--- config.mk ---
export PLATFORM = sky130hd
export DESIGN_NAME = pool_window_sequencer_flat
export DESIGN_NICKNAME = d
export VERILOG_FILES = /design/src/rtl/pool_window_sequencer_if.sv /design/src/rtl/pool_window_sequencer.sv /design/src/flat_wrapper.sv
export SDC_FILE = /design/constraint.sdc
export NUM_CORES = 1
export LEC_CHECK = 0
export CORE_ASPECT_RATIO = 0.7
export CORE_MARGIN = 2
export CORE_UTILIZATION = 59
export CTS_BUF_LIST = sky130_fd_sc_hd__clkbuf_8
export CTS_CLUSTER_SIZE = 20
export DETAILED_ROUTE_END_ITERATION = 10
export PLACE_DENSITY = 0.95
export SKIP_LAST_GASP = 1
export SYNTH_ARGS = -nofsm -noshare
export SYNTH_HDL_FRONTEND = slang
export SYNTH_SLANG_ARGS = --single-unit
--- constraint.sdc ---
create_clock -name clk -period 4.3 [get_ports clk]
set_clock_uncertainty 0.15 [all_clocks]
set_input_delay 0.43 -clock clk [delete_from_list [all_inputs] [get_ports clk]]
set_output_delay 0.43 -clock clk [all_outputs]
set_load 0.05 [all_outputs]
--- src/rtl/pool_window_sequencer_if.sv ---
// Bundle of layer-control, source-read, window, and destination-write signals
// shared between the 2x2 pooling window sequencer and its environment.
interface pool_window_sequencer_if #(
  parameter int DATA_W = 8,
  parameter int ADDR_W = 12
);
  logic                start;
  logic [ADDR_W-1:0]   cfg_width;
  logic [ADDR_W-1:0]   cfg_height;
  logic [ADDR_W-1:0]   cfg_src_base;
  logic [ADDR_W-1:0]   cfg_dst_base;
  logic                busy;
  logic                done;
  logic                rd_en;
  logic [ADDR_W-1:0]   rd_addr;
  logic [DATA_W-1:0]   rd_data;
  logic [4*DATA_W-1:0] win_data;
  logic                win_valid;
  logic [DATA_W-1:0]   pool_result;
  logic                wr_en;
  logic [ADDR_W-1:0]   wr_addr;
  logic [DATA_W-1:0]   wr_data;

  modport master (
    input  start, cfg_width, cfg_height, cfg_src_base, cfg_dst_base,
    input  rd_data, pool_result,
    output busy, done, rd_en, rd_addr, win_data, win_valid,
    output wr_en, wr_addr, wr_data
  );

  modport slave (
    output start, cfg_width, cfg_height, cfg_src_base, cfg_dst_base,
    output rd_data, pool_result,
    input  busy, done, rd_en, rd_addr, win_data, win_valid,
    input  wr_en, wr_addr, wr_data
  );
endinterface

--- src/rtl/pool_window_sequencer.sv ---
// Walks a feature map in non-overlapping 2x2 windows, feeds each window to the
// pooling unit, and writes the delayed pooled result to the destination buffer.
module pool_window_sequencer #(
  parameter int DATA_W   = 8,
  parameter int ADDR_W   = 12,
  parameter int POOL_LAT = 4
) (
  input  logic                    clk,
  input  logic                    rst_n,
  pool_window_sequencer_if.master bus
);

  typedef enum logic [1:0] {IDLE, FETCH, DRAIN, DONE} state_t;

  localparam logic [ADDR_W-1:0] ONE = ADDR_W'(1);
  localparam logic [ADDR_W-1:0] TWO = ADDR_W'(2);

  state_t              state_q, state_d;
  logic [ADDR_W-1:0]   w_q, w_d;
  logic [ADDR_W-1:0]   wp_q, wp_d;
  logic [ADDR_W-1:0]   hp_q, hp_d;
  logic [ADDR_W-1:0]   row_base_q, row_base_d;
  logic [ADDR_W-1:0]   row_base1_q, row_base1_d;
  logic [ADDR_W-1:0]   col_q, col_d;
  logic [ADDR_W-1:0]   col_pair_q, col_pair_d;
  logic [ADDR_W-1:0]   row_pair_q, row_pair_d;
  logic [1:0]          rd_phase_q, rd_phase_d;
  logic                rd_en_q, rd_en_d;
  logic [ADDR_W-1:0]   rd_addr_q, rd_addr_d;
  logic                rd_vld_q, rd_vld_d;
  logic [1:0]          cap_phase_q, cap_phase_d;
  logic [4*DATA_W-1:0] win_q, win_d;
  logic                win_valid_q, win_valid_d;
  logic [POOL_LAT-1:0] pipe_q, pipe_d;
  logic                wr_en_q, wr_en_d;
  logic [ADDR_W-1:0]   wr_addr_q, wr_addr_d;
  logic [DATA_W-1:0]   wr_data_q, wr_data_d;

  logic dims_ok;
  logic last_col;
  logic last_row;

  assign dims_ok  = (bus.cfg_width >= TWO) && (bus.cfg_height >= TWO);
  assign last_col = (col_pair_q == wp_q - ONE);
  assign last_row = (row_pair_q == hp_q - ONE);

  always_ff @(posedge clk or negedge rst_n) begin
    if (!rst_n) begin
      state_q     <= IDLE;
      w_q         <= '0;
      wp_q        <= '0;
      hp_q        <= '0;
      row_base_q  <= '0;
      row_base1_q <= '0;
      col_q       <= '0;
      col_pair_q  <= '0;
      row_pair_q  <= '0;
      rd_phase_q  <= '0;
      rd_en_q     <= 1'b0;
      rd_addr_q   <= '0;
      rd_vld_q    <= 1'b0;
      cap_phase_q <= '0;
      win_q       <= '0;
      win_valid_q <= 1'b0;
      pipe_q      <= '0;
      wr_en_q     <= 1'b0;
      wr_addr_q   <= '0;
      wr_data_q   <= '0;
    end else begin
      state_q     <= state_d;
      w_q         <= w_d;
      wp_q        <= wp_d;
      hp_q        <= hp_d;
      row_base_q  <= row_base_d;
      row_base1_q <= row_base1_d;
      col_q       <= col_d;
      col_pair_q  <= col_pair_d;
      row_pair_q  <= row_pair_d;
      rd_phase_q  <= rd_phase_d;
      rd_en_q     <= rd_en_d;
      rd_addr_q   <= rd_addr_d;
      rd_vld_q    <= rd_vld_d;
      cap_phase_q <= cap_phase_d;
      win_q       <= win_d;
      win_valid_q <= win_valid_d;
      pipe_q      <= pipe_d;
      wr_en_q     <= wr_en_d;
      wr_addr_q   <= wr_addr_d;
      wr_data_q   <= wr_data_d;
    end
  end

  always_comb begin
    state_d     = state_q;
    w_d         = w_q;
    wp_d        = wp_q;
    hp_d        = hp_q;
    row_base_d  = row_base_q;
    row_base1_d = row_base1_q;
    col_d       = col_q;
    col_pair_d  = col_pair_q;
    row_pair_d  = row_pair_q;
    rd_phase_d  = rd_phase_q;
    rd_en_d     = rd_en_q;
    rd_addr_d   = rd_addr_q;
    rd_vld_d    = rd_en_q;
    cap_phase_d = cap_phase_q;
    win_d       = win_q;
    win_valid_d = 1'b0;
    pipe_d      = (pipe_q << 1) | POOL_LAT'(win_valid_q);
    wr_en_d     = pipe_q[POOL_LAT-1];
    wr_addr_d   = wr_en_q ? (wr_addr_q + ONE) : wr_addr_q;
    wr_data_d   = pipe_q[POOL_LAT-1] ? bus.pool_result : wr_data_q;

    // Pixel k of a window lands in element k after four right shifts.
    if (rd_vld_q) begin
      win_d       = {bus.rd_data, win_q[4*DATA_W-1:DATA_W]};
      cap_phase_d = cap_phase_q + 2'd1;
      win_valid_d = (cap_phase_q == 2'd3);
    end

    case (state_q)
      IDLE: begin
        if (bus.start) begin
          if (dims_ok) begin
            state_d     = FETCH;
            w_d         = bus.cfg_width;
            wp_d        = bus.cfg_width >> 1;
            hp_d        = bus.cfg_height >> 1;
            row_base_d  = bus.cfg_src_base;
            row_base1_d = bus.cfg_src_base + bus.cfg_width;
            col_d       = '0;
            col_pair_d  = '0;
            row_pair_d  = '0;
            rd_phase_d  = '0;
            rd_en_d     = 1'b1;
            rd_addr_d   = bus.cfg_src_base;
            cap_phase_d = '0;
            wr_addr_d   = bus.cfg_dst_base;
          end else begin
            state_d = DONE;
          end
        end
      end
      FETCH: begin
        rd_phase_d = rd_phase_q + 2'd1;
        case (rd_phase_q)
          2'd0: rd_addr_d = row_base_q + col_q + ONE;
          2'd1: rd_addr_d = row_base1_q + col_q;
          2'd2: rd_addr_d = row_base1_q + col_q + ONE;
          default: begin
            // Row bases advance by whole row pairs, so no r*W product is needed.
            if (last_col && last_row) begin
              rd_en_d = 1'b0;
              state_d = DRAIN;
            end else if (last_col) begin
              row_base_d  = row_base1_q + w_q;
              row_base1_d = row_base1_q + (w_q << 1);
              col_d       = '0;
              col_pair_d  = '0;
              row_pair_d  = row_pair_q + ONE;
              rd_addr_d   = row_base1_q + w_q;
            end else begin
              col_d      = col_q + TWO;
              col_pair_d = col_pair_q + ONE;
              rd_addr_d  = row_base_q + col_q + TWO;
            end
          end
        endcase
      end
      DRAIN: begin
        if (wr_en_q && !rd_vld_q && !win_valid_q && (pipe_q == '0)) begin
          state_d = DONE;
        end
      end
      default: begin
        state_d = IDLE;
      end
    endcase
  end

  assign bus.busy      = (state_q != IDLE);
  assign bus.done      = (state_q == DONE);
  assign bus.rd_en     = rd_en_q;
  assign bus.rd_addr   = rd_addr_q;
  assign bus.win_data  = win_q;
  assign bus.win_valid = win_valid_q;
  assign bus.wr_en     = wr_en_q;
  assign bus.wr_addr   = wr_addr_q;
  assign bus.wr_data   = wr_data_q;

endmodule
--- src/flat_wrapper.sv ---
// flat-port wrapper written by rule: the top's interface ports become plain ports
module pool_window_sequencer_flat 
#(
  parameter int DATA_W   = 8,
  parameter int ADDR_W   = 12,
  parameter int POOL_LAT = 4
)
  (clk, rst_n, bus_start, bus_cfg_width, bus_cfg_height, bus_cfg_src_base, bus_cfg_dst_base, bus_rd_data, bus_pool_result, bus_busy, bus_done, bus_rd_en, bus_rd_addr, bus_win_data, bus_win_valid, bus_wr_en, bus_wr_addr, bus_wr_data);
  pool_window_sequencer_if #(.DATA_W(DATA_W), .ADDR_W(ADDR_W)) bus_i ();
  input  logic clk;
  input  logic rst_n;
  input wire logic [$bits(bus_i.start)-1:0] bus_start;
  input wire logic [$bits(bus_i.cfg_width)-1:0] bus_cfg_width;
  input wire logic [$bits(bus_i.cfg_height)-1:0] bus_cfg_height;
  input wire logic [$bits(bus_i.cfg_src_base)-1:0] bus_cfg_src_base;
  input wire logic [$bits(bus_i.cfg_dst_base)-1:0] bus_cfg_dst_base;
  input wire logic [$bits(bus_i.rd_data)-1:0] bus_rd_data;
  input wire logic [$bits(bus_i.pool_result)-1:0] bus_pool_result;
  output wire logic [$bits(bus_i.busy)-1:0] bus_busy;
  output wire logic [$bits(bus_i.done)-1:0] bus_done;
  output wire logic [$bits(bus_i.rd_en)-1:0] bus_rd_en;
  output wire logic [$bits(bus_i.rd_addr)-1:0] bus_rd_addr;
  output wire logic [$bits(bus_i.win_data)-1:0] bus_win_data;
  output wire logic [$bits(bus_i.win_valid)-1:0] bus_win_valid;
  output wire logic [$bits(bus_i.wr_en)-1:0] bus_wr_en;
  output wire logic [$bits(bus_i.wr_addr)-1:0] bus_wr_addr;
  output wire logic [$bits(bus_i.wr_data)-1:0] bus_wr_data;
  assign bus_i.start = bus_start;
  assign bus_i.cfg_width = bus_cfg_width;
  assign bus_i.cfg_height = bus_cfg_height;
  assign bus_i.cfg_src_base = bus_cfg_src_base;
  assign bus_i.cfg_dst_base = bus_cfg_dst_base;
  assign bus_i.rd_data = bus_rd_data;
  assign bus_i.pool_result = bus_pool_result;
  assign bus_busy = bus_i.busy;
  assign bus_done = bus_i.done;
  assign bus_rd_en = bus_i.rd_en;
  assign bus_rd_addr = bus_i.rd_addr;
  assign bus_win_data = bus_i.win_data;
  assign bus_win_valid = bus_i.win_valid;
  assign bus_wr_en = bus_i.wr_en;
  assign bus_wr_addr = bus_i.wr_addr;
  assign bus_wr_data = bus_i.wr_data;
  pool_window_sequencer #(.DATA_W(DATA_W), .ADDR_W(ADDR_W), .POOL_LAT(POOL_LAT)) u_core (.clk(clk), .rst_n(rst_n), .bus(bus_i));
endmodule
# ---- Word-level counts from Yosys, hierarchy flattened
# Cells that the tools add are included.
dict set report classes {
  reduce_logical 20
  bitwise 1
  add_sub_neg 16
  magnitude_cmp 2
  n_mux 53
  eq_ne 16
}
# cell count
set ops {}
lappend ops {{2-to-1 mux 12 bit} 27}
lappend ops {{one-hot mux 12 bit (2 select lines)} 6}
lappend ops {{adder 12 x 1 -> 12 bit, second input constant} 5}
lappend ops {{adder 12 bit} 5}
lappend ops {{one-hot mux 12 bit (3 select lines)} 1}
lappend ops {{adder 12 x 2 -> 12 bit, second input constant} 2}
lappend ops {{== test 12 bit} 2}
lappend ops {{greater-or-equal comparator 12 x 2 -> 1 bit, second input constant} 2}
lappend ops {{subtractor 11 x 1 -> 12 bit, second input constant} 2}
lappend ops {{2-to-1 mux 2 bit} 11}
lappend ops {{AND reduction 5 bit} 2}
lappend ops {{== test 2 bit, second input constant} 4}
lappend ops {{!= test 2 x 1 -> 1 bit, second input constant} 4}
lappend ops {{AND reduction 4 bit} 2}
lappend ops {{!= test 2 bit, second input constant} 3}
lappend ops {{one-hot mux 2 bit (3 select lines)} 1}
lappend ops {{AND reduction 3 bit} 2}
lappend ops {{AND reduction 6 bit} 1}
lappend ops {{logical AND 1 bit} 5}
lappend ops {{2-to-1 mux 1 bit} 5}
lappend ops {{!= test 5 bit, second input constant} 1}
lappend ops {{adder 2 x 1 -> 2 bit, second input constant} 2}
lappend ops {{== test 2 x 1 -> 1 bit, second input constant} 2}
lappend ops {{logical NOT 2 bit} 2}
lappend ops {{7 further kinds} 9}
dict set report word_totals {
  regBits 172
  inputBits 67
}

# ---- Longest topological paths before layout
dict set report depth {
  depth_word 6
  mapped_depth 14
  depth_no_buf 12
}

# ---- Worst setup path after synthesis
# OpenSTA, ideal clock, no wires.
dict set report synth_path {
  path_kind {reg-to-reg}
  from {register u_core.col_q[2]}
  to {register u_core.rd_addr_q[11] (netlist: u_core.bus.rd_addr[11])}
  n_path_buf 0
  setup_slack_ns 0.897
  arrival_time_ns 3.127
  required_ns 4.024
  stages_incl_launch_ff 11
  period_less_slack_ns 3.403
  setup_ns 0.126
  path_cell_list {dfrtp_1 ha_1 a211oi_1 o21ai_1 and4_1 nor4_1 o2111ai_1 a211oi_1 xnor3_1 nor2b_1 o32a_1}
}
dict set report synth_via {
  elab_chain_len 6
}
# item line
set synth_lines {}
lappend synth_lines {{start: declaration} pool_window_sequencer.sv:24} ;# logic [ADDR_W-1:0] col_q, col_d;
lappend synth_lines {{start signal: assignment} pool_window_sequencer.sv:76} ;# col_q <= col_d;
lappend synth_lines {{adder 12 bit} {pool_window_sequencer.sv:148, pool_window_sequencer.sv:166}}
lappend synth_lines {{adder 12 x 2 -> 12 bit} pool_window_sequencer.sv:166} ;# rd_addr_d = row_base_q + col_q + TWO;
lappend synth_lines {{2-to-1 mux 12 bit} pool_window_sequencer.sv:156} ;# end else if (last_col) begin
lappend synth_lines {{2-to-1 mux 12 bit} pool_window_sequencer.sv:153} ;# if (last_col && last_row) begin
lappend synth_lines {{one-hot mux 12 bit (3 select lines) *} pool_window_sequencer.sv:147} ;# case (rd_phase_q)
lappend synth_lines {{one-hot mux 12 bit (2 select lines) *} pool_window_sequencer.sv:122} ;# case (state_q)
lappend synth_lines {{end signal: assignment} pool_window_sequencer.sv:81} ;# rd_addr_q <= rd_addr_d;
lappend synth_lines {{end: declaration} pool_window_sequencer.sv:29} ;# logic [ADDR_W-1:0] rd_addr_q, rd_addr_d;
# Mark *: on every way between the ends. The rest lies on a longest branch, timed or not. The select of a mux whose other input is x is not followed.
# A chain may end at the register's enable or synchronous reset.

# ---- Final worst setup path
# Ends and elaborated chain as after synthesis.

==> results.sh <==
export IMPL_root_buffer="clkbuf_8"
export IMPL_clock_sinks=160
export IMPL_switching_share=0.525
export IMPL_drive_above_1_share=0.116
export IMPL_drc_errors=0
export IMPL_rows=42
export IMPL_internal_power_mw=5.38
export IMPL_finalWeightedCongestion=0.973
export IMPL_synth_cells=1214
export IMPL_period_minus_slack_ps=4120
export IMPL_yosys_top_cells_area="dfrtp_1 (36%), ha_1 (7.8%), mux2_2 (7.5%)"
export IMPL_synth_edf_count=0
export IMPL_antenna_found_initial=0
export IMPL_ant_nets=0
export IMPL_finalCritPeriodShare=0.959
export IMPL_routed_wl_mm=35.7
export IMPL_yosysSeqAreaShare=0.358
export IMPL_timing_fmax_ghz=0.242
export IMPL_hpwl_mm=26.0
export IMPL_synth_top_cell_area_share=0.358
export IMPL_routed_via_density=6.82
export IMPL_syn_area_sq_um=11200
export IMPL_required_ps=4510
export IMPL_p_clk_frac=0.098
export IMPL_post_place_cells=1566
export IMPL_drtIter0Drc=1723
export IMPL_via_count=10909
export IMPL_synth_cell_types=77
export IMPL_first_global_vias=10747
export IMPL_met2_usage=0.537
export IMPL_cts_htree_levels=4
export IMPL_p_seq_frac=0.256
export IMPL_relSlewSlack=0.290
export IMPL_ys_seq_elements=160
export IMPL_post_cts_buffers=0
export IMPL_yosysWarnings=0
export IMPL_grt_overflow=0
export IMPL_pre_cts_slack_ps=307
export IMPL_synth_top_area_cell="dfrtp_1"
export IMPL_timing_hold_ws_ps=244
export IMPL_wl_per_cell_um=22.3
export IMPL_worstPathMaxFanout=6
export IMPL_initial_core_util=0.597
export IMPL_power_density_nw_per_um2=856
export IMPL_ioPinCount=136
export IMPL_grt_pass1_wl_mm=56.5
export IMPL_n_antenna_cell=0
export IMPL_cts_buffer_depth=2
export IMPL_fin_tns_setup_ps=0
export IMPL_use_met3=0.126
export IMPL_fp_dieH_um=119
export IMPL_fillCellCount=1251
export IMPL_gr_usage_met1=0.471
export IMPL_cp_start_kind="flip-flop"
export IMPL_ir_drop_uv=630
export IMPL_fin_area_sq_um=13200
export IMPL_hp_class="flip-flop to flip-flop"
export IMPL_drt_first_pass_iters=6
export IMPL_crit_type="flip-flop to flip-flop"
export IMPL_synth_commonest_cells="dfrtp_1 (160), nand2_1 (110), nor2_1 (79)"
export IMPL_die_w_um=169
export IMPL_p_comb_frac=0.646
export IMPL_ys_async_sr_fraction=1.00
export IMPL_instances_no_fill=1599
export IMPL_hold_depth=0
export IMPL_area_growth_pct=18.3
export IMPL_grt_max_degree=108
export IMPL_synth_ff_type="dfrtp_1"
export IMPL_run_status="finished clean"
export IMPL_setup_ws_ps=176
export IMPL_p_sw_mw=5.95
export IMPL_clk_latency_ps=480
export IMPL_busiest_layer="met2"
export IMPL_coreArea_sq_um=18800
export IMPL_worst_pin_slew_ps=1060
export IMPL_postPlaceCellArea_sq_um=12800
export IMPL_end_kind="flip-flop"
export IMPL_numCtsBuffers=17
export IMPL_finalNetCount=1484
export IMPL_final_hold_viol_count=0
export IMPL_cts_tree="built"
export IMPL_design_die_area_sq_um=20100
export IMPL_syn_area_per_cell_sq_um=9.23
export IMPL_finalSetupViolations=0
export IMPL_cts_reportedPaths_clkPinSlew_ps=110
export IMPL_cp_data_arrival_time_ps=4340
export IMPL_rsz0062_at_grt="no"
export IMPL_reg2reg_depth=10
export IMPL_synth_most_common_cell="dfrtp_1"
export IMPL_drv_slew=0
export IMPL_grt_usage=0.357
export IMPL_io_buffers=134
export IMPL_syn_num_nets=1354
export IMPL_leakage_nw=5.57
export IMPL_maxCapViolCount=0
[area by class of cell]
class                           count  area (sq um)  area share
Timing Repair Buffer              162          1570       0.118
Inverter                           43           161      0.0122
Tap cell                          242           303      0.0229
Sequential cell                   160          4000       0.302
Multi-Input combinational cell    960          6840       0.516
Clock buffer                       17           234      0.0177
Clock inverter                     15           139      0.0105
[cells by family (layout without fill, tap and decap cells)]
group | after synthesis | in the layout | synth area share
simple gates | 388 | 388 | 0.174
compound gates | 301 | 301 | 0.176
flops | 160 | 160 | 0.358
xor+xnor | 103 | 103 | 0.0818
mux | 95 | 95 | 0.0933
buf+inv | 94 | 237 | 0.0342
fa+ha+maj | 73 | 73 | 0.0836
[worst max-delay path, stage by stage (launching register included)]
cell       delay, ps
dfrtp_1          450
ha_1             390
a21oi_2          350
o211ai_1         200
a2111o_1         400
a211oi_1         560
o2111ai_1        280
a211oi_1         380
xnor3_1          380
nor2b_1          140
o32a_1           330
[cell usage in the layout (no fill, tap or decap), types with 17 or more instances in the layout]
cell,n
a21oi_1,70
a31oi_1,17
buf_4,26
clkbuf_8,17
clkdlybuf4s50_1,133
dfrtp_1,160
ha_1,69
inv_1,42
mux2_2,75
mux2i_1,20
nand2_1,110
nand3_1,30
nand4_1,17
nor2_1,79
nor2b_1,25
nor3_1,27
o21ai_0,78
xnor2_1,66
xor2_1,36
[what timing repair did]
action                                 4_1_cts  5_1_grt
resized for setup                            0        2
setup endpoints to repair                    0        1
hold buffers                                 1        0
endpoints found under the hold margin       62        0
[layer usage]
metal / vias to the layer above / wire, um
met3: 184 / 4550
met1: 5191 / 13900
met2: 822 / 15800
met5: - / 0
li1: 4712 / -
met4: 0 / 1430
[power groups by stage]
| stage | registers [mW] | clock network [mW] | logic, mW |
|---|---|---|---|
| after floorplan | 3.70 | 0 | 4.05 |
| after global placement | 2.80 | 0 | 6.72 |
| after detailed placement | 2.87 | 0 | 7.03 |
| after CTS | 2.85 | 1.10 | 7.14 |
| after global routing | 2.96 | 1.16 | 7.78 |
| final | 2.91 | 1.11 | 7.32 |
[worst paths after layout]
| kind | from | endpoint | slack [ps] |
|---|---|---|---|
| max | u_core.col_q[2] | u_core.bus.rd_addr[11] | 180 |
| min | u_core.pipe_q[0] | u_core.pipe_q[1] | 240 |
| max reg2reg | u_core.col_q[2] | u_core.bus.rd_addr[11] | 180 |
| min reg2reg | u_core.pipe_q[0] | u_core.pipe_q[1] | 240 |
| max in group asynchronous | rst_n | u_core.row_base_q[9] | 2540 |
| min in group asynchronous | rst_n | u_core.bus.rd_addr[5] | 500 |
[state kept, by name, indices dropped and copies added, names as in the netlist, 2 cells and up]
signal / cells
u_core.bus.win_data: 32
u_core.bus.rd_addr: 12
u_core.bus.wr_addr: 12
u_core.col_pair_q: 12
u_core.row_base1_q: 12
u_core.row_base_q: 12
u_core.row_pair_q: 12
u_core.w_q: 12
u_core.col_q: 11
u_core.hp_q: 11
u_core.bus.wr_data: 8
u_core.pipe_q: 4
u_core.cap_phase_q: 2
u_core.rd_phase_q: 2
u_core.state_q: 2
[metrics by stage]
stage | utilization | power [mW]
floorplan | - | 7.75
global placement | 0.685 | 9.51
detailed placement | 0.685 | 9.90
finish | 0.706 | 11.3
CTS | 0.705 | 11.1
global route | 0.706 | 11.9
Power figures use the tool's default switching activity.
==> RTL edit 1 (same settings) <==
`ADDR_W` is set to 12 in 3 places; all go to 13.
--- a/src/rtl/pool_window_sequencer_if.sv
+++ b/src/rtl/pool_window_sequencer_if.sv
@@ -2,7 +2,7 @@
 // shared between the 2x2 pooling window sequencer and its environment.
 interface pool_window_sequencer_if #(
   parameter int DATA_W = 8,
-  parameter int ADDR_W = 12
+  parameter int ADDR_W = 13
 );
   logic                start;
   logic [ADDR_W-1:0]   cfg_width;
--- a/src/rtl/pool_window_sequencer.sv
+++ b/src/rtl/pool_window_sequencer.sv
@@ -2,7 +2,7 @@
 // pooling unit, and writes the delayed pooled result to the destination buffer.
 module pool_window_sequencer #(
   parameter int DATA_W   = 8,
-  parameter int ADDR_W   = 12,
+  parameter int ADDR_W   = 13,
   parameter int POOL_LAT = 4
 ) (
   input  logic                    clk,
--- a/src/flat_wrapper.sv
+++ b/src/flat_wrapper.sv
@@ -2,7 +2,7 @@
 module pool_window_sequencer_flat 
 #(
   parameter int DATA_W   = 8,
-  parameter int ADDR_W   = 12,
+  parameter int ADDR_W   = 13,
   parameter int POOL_LAT = 4
 )
   (clk, rst_n, bus_start, bus_cfg_width, bus_cfg_height, bus_cfg_src_base, bus_cfg_dst_base, bus_rd_data, bus_pool_result, bus_busy, bus_done, bus_rd_en, bus_rd_addr, bus_win_data, bus_win_valid, bus_wr_en, bus_wr_addr, bus_wr_data);
Interface: changed (6 resized); port bits go from 136 to 142. The function was not compared with the original's and may differ.
==> RTL edit 1 against the original RTL <==
Critical path depth is 1 higher; cell count rose by 11%; cell area increased by 7.4%; global-route usage shrank 2.3 points; clock power up 11%; worst setup slack better by 0.24 ns; power increased by 9.2%; area after synthesis rose by 8.0%; maximum frequency up 6.1%; sequential cell count grew 9; wire length is 2.5% higher; sequential share of layout area shrank 0.49 points; utilization grew 0.65 points; synthesized cell count rose by 13%; largest power group unchanged.
==> RTL edit 1: results (changes against the original RTL) <==
Status: finished clean
Final HPWL DP: 27.43 mm (+5.7%)
DP Area: 13790 um^2 (+7.4%)
DRT Pass-1 Iters: 8 (+2)
Post-CTS Setup Bufs: 0 (unchanged)
Min-Delay Path Class: reg -> reg
Syn. warnings: 0 (unchanged)
Nets@finish: 1650 (+11%)
# fillers: 1356 (+8.4%)
FF+latch area: 4229 um^2 (+5.6%)
Drt via density: 6.528 (-4.3%)
Worst-path clk slew: 0.09 ns (-0.02 ns)
H-tree depth: 4 (unchanged)
TNS Setup: 0 ns (unchanged)
Maximum root-to-sink buffer count: 2 (unchanged)
Max VDD drop: 0.3258 mV (-48%)
Clk root buf: clkbuf_8
Lkg Pwr: 0.006109 uW (+9.6%)
Initial detailed-routing violation count: 1715 (-0.46%)
Post-synthesis sequential area ratio: 0.3496 (-0.007931)
N_diodes: 0 (unchanged)
First-pass GRT wire length: 56.21 mm (-0.55%)
Slew HR: 0.3750 (+0.08488)
Hold_buf cts: 1 (unchanged)
I/O Buffers: 140 (+4.5%)
Critical-path maximum fanout: 7 (+1)
Worst path arrival time: 4.08 ns (-0.26 ns)
GRT Total Usage: 0.3340 (-0.02328)
Vias in the first global route: 10.66k (-0.84%)
Post-CTS resize count: 0 (unchanged)
Largest net degree at the start of global routing: 103 (-4.6%)
WHS: 0.2429 ns (-0.0009000 ns)
RD Place Congestion: 0.9905 (+1.8%)
Max reg flops: 32 (unchanged)
Largest cells by area after synthesis: dfrtp_1 35%, ha_1 7.8%, xnor2_1 6.9%
Fraction of layout cells with a size suffix above 1: 0.08074 (-0.03496)
Final wirelength: 36.54 mm (+2.5%)
Count of cell types in the netlist: 78 (+1.3%)
Initial antenna violation count: 0 (unchanged)
Post-synth ARST share: 1.000 (unchanged)
Worst R2R Setup Slack: 0.41 ns (+0.24 ns)
Synth Flop Type: dfrtp_1
Worst-Skew Late Latency: 0.48 ns (about the same)
Synth top cells by count: 169 x dfrtp_1, 168 x nand2_1, 127 x nor2_1
P_int: 5971 uW (+11%)
-- RTL edit 1: critical path: stages, from the launching register on --
cell      delay (ns)
dfrtp_1         0.53
inv_1           0.18
fa_1            0.49
nand2b_1        0.20
a21oi_1         0.39
o22a_1          0.31
xnor2_1         0.09
nor4_1          0.64
nand4_1         0.22
xnor2_1         0.17
a41oi_1         0.23
a41oi_1         0.15
-- RTL edit 1: cell families (layout without fill, tap and decap cells) --
group / Yosys count / count (layout) / share of synthesized area
buf+inv: 105 / 238 / 0.03465
xor+xnor: 140 / 140 / 0.1014
compound gates: 286 / 286 / 0.1570
fa+ha+maj: 80 / 80 / 0.08584
mux: 63 / 63 / 0.05740
other cells: 1 / 2 / 0.0003100
flops: 169 / 169 / 0.3496
simple gates: 533 / 533 / 0.2139
-- RTL edit 1: final timing paths --
check	from	end	depth (start not counted)
max reg2reg	u_core.col_q[1]	u_core.bus.rd_addr[12]	11
min in group asynchronous	rst_n	u_core.bus.win_data[8]	2
max in group asynchronous	rst_n	u_core.col_pair_q[7]	3
min	u_core.pipe_q[0]	u_core.pipe_q[1]	0
max	u_core.col_q[1]	u_core.bus.rd_addr[12]	11
min reg2reg	u_core.pipe_q[0]	u_core.pipe_q[1]	0
-- RTL edit 1: through the flow --
stage	total power [uW]	worst slack (ns)	cells
after global routing	13000	0.2823	1781
after CTS	12120	0.5671	1781
final	12370	0.4139	1781
after floorplan	8540	1.025	1378
after detailed placement	10840	0.4994	1749
after global placement	10420	0.6698	1749
-- RTL edit 1: area by class of cell --
| type | count | share of cell area |
|---|---|---|
| inverters | 45 | 0.01188 |
| repair buffers | 162 | 0.1122 |
| multi-input cells | 1104 | 0.5254 |
| clock inverters | 14 | 0.01293 |
| flip-flops and latches | 169 | 0.2974 |
| well taps | 270 | 0.02376 |
| clock buffers | 17 | 0.01645 |
-- RTL edit 1: metal layers --
| metal | vias to the layer above | part of all wire | global-route usage |
|---|---|---|---|
| met2 | 827 | 0.44 | 0.5118 |
| met3 | 144 | 0.12 | 0.09280 |
| met5 | - | 0 | 0 |
| met4 | 0 | 0.036 | 0.1219 |
| li1 | 5161 | - | - |
| met1 | 5494 | 0.40 | 0.4561 |
-- RTL edit 1: power groups by stage --
stage | Sequential (uW) | Clock, uW | Combinational, uW
after floorplan | 3820 | 0 | 4720
after global placement | 2860 | 0 | 7560
after detailed placement | 2920 | 0 | 7930
after CTS | 2900 | 1230 | 7990
after global routing | 2990 | 1300 | 8700
final | 2940 | 1230 | 8200
==> RTL edit 2 (same flow settings) <==
Made on the original files. Encoding of `state_t`: now one-hot (4 bits for 4 states).
--- a/src/rtl/pool_window_sequencer.sv
+++ b/src/rtl/pool_window_sequencer.sv
@@ -10,7 +10,7 @@
   pool_window_sequencer_if.master bus
 );
 
-  typedef enum logic [1:0] {IDLE, FETCH, DRAIN, DONE} state_t;
+  typedef enum logic [3:0] {IDLE = 4'b0001, FETCH = 4'b0010, DRAIN = 4'b0100, DONE = 4'b1000} state_t;
 
   localparam logic [ADDR_W-1:0] ONE = ADDR_W'(1);
   localparam logic [ADDR_W-1:0] TWO = ADDR_W'(2);
Function: no difference found for any inputs over 4 cycles, from zero or initial values and one cycle with rst_n low; so few cycles prove little.
==> RTL edit 2 against the original RTL <==
Cell area about the same; critical endpoint is now u_core.col_q[11]; sequential cell count is 2 higher; maximum frequency is 1.7% lower; critical path depth increased by 2; area after synthesis up 0.10%; highest routed layer is now met5; cell count increased by 2.2%; hold slack got worse by 0.0061 ns; power fell by 18%; worst setup slack worse by 0.072 ns; synthesized cell count is 3.7% higher; wire length hardly changed.
==> RTL edit 2: results (changes against the original RTL) <==
DP Area: 12840 um^2 (about the same)
Slew HR: 0.3022 (+0.01211)
N_diodes: 0 (unchanged)
Worst path arrival time: 4.42 ns (+0.08 ns)
Final wirelength: 35.64 mm (about the same)
Largest net degree at the start of global routing: 105 (-2.8%)
DR vias: 11.03k (+1.1%)
Crit path max-delay cell type: a2111oi_0
GRT Total Usage: 0.3584 (+0.001136)
Hold endpoint: u_core.pipe_q[3]
FF-to-FF path depth: 12 (+2)
Largest cells by area after synthesis: dfrtp_1 36%, ha_1 7.3%, xnor2_1 5.9%
First-pass GRT wire length: 56.68 mm (+0.28%)
Worst-Skew Late Latency: 0.50 ns (+0.02 ns)
Hold path depth: 0 (unchanged)
Synth top cells by count: 170 x nand2_1, 161 x dfrtp_1, 98 x nor2_1
R2r endpoint: u_core.col_q[11]
Fraction of layout cells with a size suffix above 1: 0.09914 (-0.01656)
Critical-path maximum fanout: 14 (+8)
Worst-path clk slew: 0.10 ns
CTS buffer count: 17 (unchanged)
Post-synth ARST share: 1.000 (unchanged)
Max VDD drop: 0.5486 mV (-13%)
Nets@finish: 1514 (+2.0%)
Synth Net Count: 1394 (+3.0%)
DP Worst Slack: 0.2809 ns (-0.02630 ns)
Final HPWL DP: 25.07 mm (-3.4%)
Count of cell types in the netlist: 88 (+14%)
Clk root buf: clkbuf_8
Initial antenna violation count: 1 (+1)
Critical Path Max Stage Delay: 0.72 ns (+0.16 ns)
Lkg Pwr: 0.005587 uW (+0.28%)
Worst r2r src: u_core.w_q[1]
Syn. warnings: 0 (unchanged)
DRT Pass-1 Iters: 9 (+3)
Min-Delay Path Class: reg -> reg
Switching share of total power: 0.5092 (-0.01585)
Delay-heaviest family, CP: simple AND/OR/NAND/NOR gates
Post-synthesis sequential area ratio: 0.3617 (+0.004217)
Maximum root-to-sink buffer count: 2 (unchanged)
Worst R2R Setup Slack: 0.10 ns (-0.07 ns)
Initial detailed-routing violation count: 1649 (-4.3%)
Status: finished clean
RD Place Congestion: 0.9460 (-2.8%)
Hold path startpoint: u_core.pipe_q[2]
[RTL edit 2: changes by cell type in the layout (fill, tap and decap cells not counted), moves of 9 or more]
cell,delta
nand2_1,+60
mux2_2,-25
nor2_1,+19
nor2b_1,-14
xor2_1,+14
a21oi_1,-11
or4_1,-11
xnor2_1,+9
[RTL edit 2: final cells by class]
class                      count  area (um^2)
clock buffer                  17        234.0
clock inverter                15        147.6
fill                        1256         5524
inverter                      40        150.1
multi-input combinational   1001         6804
sequential                   162         4055
tap                          242        302.8
timing repair buffer         157         1543
[RTL edit 2: power groups by stage]
stage	clock network (uW)	logic, uW	registers, uW
3_3_place_gp	0	5050	2500
5_1_grt	1210	5940	2590
6_report	1160	5590	2540
3_5_place_dp	0	5330	2540
2_1_floorplan	0	3290	2970
4_1_cts	1150	5430	2520
[RTL edit 2: worst max path at each step]
stage	from	end	slack, ns	cells after the start
global route	u_core.w_q[1]	u_core.col_q[11]	0.007	12
CTS	u_core.col_q[2]	u_core.bus.rd_addr[11]	0.25	12
global placement	u_core.col_q[2]	u_core.bus.rd_addr[11]	0.46	12
floorplan	u_core.col_q[2]	u_core.bus.rd_addr[11]	0.91	12
detailed placement	u_core.col_q[2]	u_core.bus.rd_addr[11]	0.28	12
finish	u_core.w_q[1]	u_core.col_q[11]	0.10	12
[RTL edit 2: metal layers]
metal,global-route usage,vias to the layer above,share of wire
met5,0,-,0.00036
met4,0.1870,2,0.058
met3,0.1183,228,0.13
met2,0.5379,879,0.44
met1,0.4625,5177,0.38
li1,-,4745,-
[RTL edit 2: metrics by stage]
| stage | hold slack (ns) | std cells |
|---|---|---|
| floorplan | -0.01559 | 1259 |
| global placement | 0.2085 | 1601 |
| detailed placement | 0.2211 | 1601 |
| global route | 0.2403 | 1634 |
| CTS | 0.2376 | 1634 |
| finish | 0.2377 | 1634 |
[RTL edit 2: kinds of logic after synthesis]
kind of cell | synth area share
and+or+nand+nor | 0.2062
AOI/OAI and AO/OA | 0.1612
DFF | 0.3617
xor gates and xnor gates | 0.09766
buffers and inverters | 0.03348
adders and majority gates | 0.07790
muxes | 0.06183
[RTL edit 2: timing repair]
item,4_1_cts,5_1_grt
endpoints found under the hold margin,97,0
hold buffers,1,0
gates resized for setup,0,1
setup endpoints to repair,0,1
